[src/rtl/pulse_cdc_pkg.sv]
// pulse_cdc_pkg: constants and helpers shared by the pulse spacer and the synchronizer wrapper
package pulse_cdc_pkg;
  localparam int MIN_GAP_DEF = 6;
  function automatic int gap_w(input int min_gap);
    return (min_gap > 1) ? $clog2(min_gap) : 1;
  endfunction
  function automatic bit min_gap_ok(input int min_gap);
    return min_gap >= 2;
  endfunction
endpackage

[src/rtl/pulse_spacer.sv]
// pulse_spacer: re-emits bursty events as one-cycle pulses at least MIN_GAP clk1 cycles apart
module pulse_spacer import pulse_cdc_pkg::*; #(
  parameter int MIN_GAP = MIN_GAP_DEF,
  parameter int CNT_W = 4
) (
  input  logic             clk1,
  input  logic             rst1,
  input  logic             evt_in,
  input  logic             clear,
  output logic             pulse_out,
  output logic [CNT_W-1:0] pending,
  output logic             busy,
  output logic             overflow
);
  localparam int GW = gap_w(MIN_GAP);
  if (!min_gap_ok(MIN_GAP)) begin : g_bad_gap
    $error("pulse_spacer: MIN_GAP must be at least 2");
  end
  logic [CNT_W-1:0] p_q, p_d;
  logic [GW-1:0] g_q, g_d;
  logic pulse_q, pulse_d, ovf_q, ovf_d, issue, drop;
  // clear suppresses issue but lets the gap timer keep counting down
  always_comb begin
    issue = !clear && g_q == '0 && (p_q != '0 || evt_in);
    drop = !clear && evt_in && !issue && (&p_q);
    pulse_d = issue;
    g_d = issue ? GW'(MIN_GAP - 1) : g_q - GW'(g_q != '0);
    p_d = clear ? '0 : drop ? p_q : p_q + CNT_W'(evt_in) - CNT_W'(issue);
    ovf_d = !clear && (ovf_q || drop);
  end
  always_ff @(posedge clk1 or posedge rst1) begin
    if (rst1) begin
      p_q <= '0;
      g_q <= '0;
      pulse_q <= 1'b0;
      ovf_q <= 1'b0;
    end else begin
      p_q <= p_d;
      g_q <= g_d;
      pulse_q <= pulse_d;
      ovf_q <= ovf_d;
    end
  end
  assign pulse_out = pulse_q;
  assign pending = p_q;
  assign busy = (p_q != '0) || (g_q != '0);
  assign overflow = ovf_q;
endmodule

[config.mk]
export PLATFORM = sky130hd
export DESIGN_NAME = pulse_spacer
export DESIGN_NICKNAME = d
export VERILOG_FILES = /design/src/rtl/pulse_cdc_pkg.sv /design/src/rtl/pulse_spacer.sv
export SDC_FILE = /design/constraint.sdc
export NUM_CORES = 1
export LEC_CHECK = 0
export BUFFER_PORTS_ARGS = -buffer_cell sky130_fd_sc_hd__buf_2
export CAP_MARGIN = 20
export CORE_AREA = 2 2 39 41
export DETAILED_ROUTE_END_ITERATION = 6
export DIE_AREA = 0 0 41 43
export PLACE_DENSITY = 0.73
export SYNTH_ARGS = -nofsm -noshare
export SYNTH_HDL_FRONTEND = slang
export SYNTH_SLANG_ARGS = --single-unit
[constraint.sdc]
create_clock -name clk1 -period 4.3 [get_ports clk1]
set_clock_uncertainty 0.2 [all_clocks]
set_input_delay 0 -clock clk1 [delete_from_list [all_inputs] [get_ports clk1]]
set_output_delay 0 -clock clk1 [all_outputs]
set_load 0.02 [all_outputs]
==> After elaboration in Yosys (flattened, before gate mapping) <==
Cells that the tools add are included.
{ "word_totals": {"inputBits": 4, "reg_bits": 9, "output_inout_bits": 7, "word_cells": 26} }
{ "classes": {"n_addsub": 3, "reduce_logical": 15, "n_eq_ne": 1, "mux": 3} }
{ "ops": {"columns": ["op", "n"], "rows": [
  ["2-to-1 mux 4 bit", 2],
  ["logical AND 1 bit", 6],
  ["adder 4 x 1 -> 4 bit", 1],
  ["AND reduction 4 bit", 1],
  ["nonzero test 4 bit", 1],
  ["subtractor 4 x 1 -> 4 bit", 1],
  ["logical NOT 3 bit", 1],
  ["logical OR 1 bit", 3],
  ["2-to-1 mux 3 bit", 1],
  ["nonzero test 3 bit", 1],
  ["subtractor 3 x 1 -> 3 bit", 1],
  ["logical NOT 1 bit", 2],
  ["inequality test 2 bit, second input constant", 1]
]} }

==> Logic depth before layout (Yosys ltp) <==
{ "logic_depth": {"depth_word": 8, "mapped_depth": 12, "mapped_depth_nobuf": 12} }

==> Worst setup path before layout <==
No wires, ideal clock.
{ "synth_timing": {"path_type": "flip-flop to flip-flop", "startpoint": "reg p_q[2] (netlist: pending[2])", "endpoint": "reg p_q[3] (netlist: pending[3])", "path_slack_ns": 1.823, "arrival_ns": 2.132, "path_stages_with_launch": 12, "path_buffers": 0, "period_less_slack_ns": 2.477, "required_ns": 3.955, "setup_ns": 0.145, "cell_sequence": "dfrtp_1 > inv_1 > ha_1 > nor4b_1 > or3_4 > clkinv_2 > nand2_4 > ha_1 > a21o_1 > a21oi_1 > xnor2_1 > o31ai_1"} }
{ "synth_between": {"elab_chain_len": 7, "word_cells_on_any_way": 12, "cone_classes": "2 x add/sub; 1 x eq/ne; 2 x mux; 7 x reduce/logical"} }
{ "synth_lines": {"columns": ["item", "line", "source"], "rows": [
  ["start, declared", "pulse_spacer.sv:19", "logic [CNT_W-1:0] p_q, p_d;"],
  ["start signal, assigned", "pulse_spacer.sv:38", "p_q <= p_d;"],
  ["nonzero test 4 bit *", "pulse_spacer.sv:24", "issue = !clear && g_q == '0 && (p_q != '0 || evt_in);"],
  ["logical OR 1 bit *", "pulse_spacer.sv:24", null],
  ["logical AND 1 bit *", "pulse_spacer.sv:24", null],
  ["via issue", "pulse_spacer.sv:21", "logic pulse_q, pulse_d, ovf_q, ovf_d, issue, drop;"],
  ["branches (longest 4 deep; another with subtractor 4 x 1 -> 4 bit)", null, null]
]} }
Mark *: on every way through the listed nets, which the timed path passes. The select of a mux whose other input is x is not followed.
A chain may end at the register's enable or synchronous reset.

==> Worst setup path in the final report <==
Same ends and word-level chain as after synthesis.

==> flow_summary.yaml <==
timing:
  finalHoldViolCount: 0
  rsz0062_at_grt: "no"
  tightest_slew_ns: 0.784
  worst_slack_ns: 1.72
  holdWs_ns: 0.0361
  max_freq_mhz: 387
  min_period_ns: 2.58
  relSlewSlack: 0.474
  fin_crit_sh: 0.601
  fin_setup_tns_ns: 0
  slew_violations: 0
  final-setup-viol-count: 0
status:
  status: "finished, final reports clean"
global_route:
  grt_usage: 0.172
  grt_max_degree: 10
  met2_usage: 0.300
  antenna_found_initial: 0
  grt_pass1_vias: 484
  use_met1: 0.183
  grt-busiest-layer: "met2"
  grt-ovfl-total: 0
  met3_usage: 0.0471
  grt_pass1_wl_mm: 2.01
yosys:
  seq_area_frac_synth: 0.413
  netlist_area_sq_um: 546
  synth_largest_area_cell: "dfrtp_1"
  syn_nets: 64
  synth.distinct_cells: 21
  syn_area_per_cell_sq_um: 10.5
  synth_area_leaders: "dfrtp_1, ha_1, inv_1"
  syn_inst: 52
  synth-seq-cells: 9
  yosysWarnings: 0
  synth_top_area_frac: 0.413
placed_design:
  place_inst: 78
  post-place-ws_ns: 1.77
  gp_congestion: 0.826
  numPortBuffers: 10
  hpwl_microns: 819
floorplan:
  fp.dieArea_sq_mm: 0.00176
  die_w_microns: 41
  die_y_microns: 43
  io_pins: 11
  initial_core_util: 0.394
  placementRows: 14
  coreArea_sq_mm: 0.00138
worst_setup_path:
  worst-setup-path-type: "flop to flop"
  max_stage_delay_ns: 0.39
  critPathTopFamily: "compound AO/OA/AOI/OAI gates"
  crit_arrival_ns: 2.54
  endpoint_kind: "flop"
  worstSetupStartpointType: "flop"
  critPathSlowestCell: "dfrtp_1"
  cp_common_cell: "ha_1"
  cp.required_ns: 4.26
  path_max_fanout: 4
  critPathBufInv: 2
  cp.depth: 11
  rr_worst_depth: 11
  crit_chain: "inv_1, ha_1, nor4b_1, or3_4, clkinv_2, nand2_4, ha_1, a21o_1, a21oi_1, xnor2_1, o31ai_1"
route:
  drtIter0Drc: 7
  ant_nets: 0
  totalWireLength_mm: 1.07
  vias_per_cell: 4.92
  route.detailed.drc: 0
  vias: 418
  drtPass1Iterations: 6
  wl_per_cell_microns: 12.6
clock_network:
  numCtsBuffers: 3
  cts.sinks: 9
  clk_path_buf_depth: 2
  clk_latency_ns: 0.27
  cts_resized: 0
  cts_root_buffer: "clkbuf_4"
  clkTransAtPathRegs_ns: 0.07
  cts_tree: "done"
  htreeDepth: 1
layout:
  layout_commonest_cell: "buf_2"
  num-fill-cells: 130
  final_cell_mix: "buf_2, dfrtp_1, inv_1"
  fin_util: 0.486
  stdcell_count: 85
  areaGrowthSynthToFinish_pct: 23.2
  drive_gt1_frac: 0.275
  diodes: 0
  nNetsFinal: 82
  multiInputGateArea_sq_um: 282
  seqCellArea_sq_um: 225
pwr:
  peakVddDrop_uv: 295
  power_density_mw_per_mm2: 626
  p_leak_nw: 0.356
min_path:
  min_path_type: "input pin to asynchronous set/reset pin"
flow_run:
  drv_cap: 0
==> path summary, 6_finish.rpt <==
path	from	slack (ns)	endpoint
worst max register to register	pending[2]	1.72	pending[3]
max in group asynchronous	rst1	3.59	g_q[2]
worst min register to register	overflow	0.31	overflow
min in group clk1	overflow	0.31	overflow
worst max-delay path	pending[2]	1.72	pending[3]
worst min-delay path	rst1	0.04	overflow
==> flip-flops by register name, summed over array words and instances, names as in the netlist <==
signal / count
pulse_out: 1
g_q: 3
pending: 4
overflow: 1
==> synthesized netlist by cell type <==
master	number
nand4b_1	1
or3_4	1
a21oi_1	1
nand2_4	1
inv_2	1
nor4b_1	1
nand4_1	1
nor3_1	1
o21ai_0	1
nand2_1	4
dfrtp_1	9
nor3_4	1
inv_1	8
fa_1	1
o31ai_1	2
nand2_2	1
nor2_1	3
clkinv_2	1
xnor2_1	3
a21o_1	3
ha_1	7
==> cells by family (layout without fill, tap and decap cells) <==
family,after synthesis,count (layout),synth area share
AO/OA/AOI/OAI,7,7,0.0871
buffers and inverters,10,27,0.0711
XOR/XNOR,3,3,0.0482
adder cells (fa/ha/maj),8,8,0.197
flip-flops,9,9,0.413
AND/OR/NAND/NOR,15,15,0.183
==> per-layer routing <==
| metal | vias to the layer above | wire [microns] |
|---|---|---|
| met4 | 0 | 0 |
| met3 | 0 | 67 |
| li1 | 207 | - |
| met2 | 12 | 599 |
| met5 | - | 0 |
| met1 | 199 | 401 |
==> final cells by class <==
type | instances | share of cell area
multi-input combinational | 33 | 0.419
sequential | 9 | 0.335
timing repair buffer | 13 | 0.119
clock buffer | 4 | 0.0391
inverter | 10 | 0.0577
tap | 16 | 0.0298
==> what timing repair did <==
item / CTS / global route
setup buffers: 0 / 0
hold buffers: 3 / 0
hold endpoints to repair: 17 / 0
==> worst reg2reg max path, stage by stage (launching register included) <==
cell and delay [ns]:
dfrtp_1 0.39, inv_1 0.08, ha_1 0.21, nor4b_1 0.14
or3_4 0.34, clkinv_2 0.09, nand2_4 0.06, ha_1 0.27
a21o_1 0.15, a21oi_1 0.18, xnor2_1 0.10, o31ai_1 0.26
==> report_power, final <==
part	total (mW)	switching [mW]	internal [mW]
combinational	0.209	0.114	0.0954
clock	0.0670	0.0312	0.0358
sequential	0.144	0.0295	0.115
total	0.420	0.174	0.246
==> through the flow <==
stage                     instance area (sq um)  total power, mW
after global routing                        672            0.463
after floorplan                             546            0.300
after detailed placement                    616            0.352
after global placement                      616            0.345
after CTS                                   672            0.425
final                                       672            0.420
Note: power is estimated with default switching activity, not from simulation.
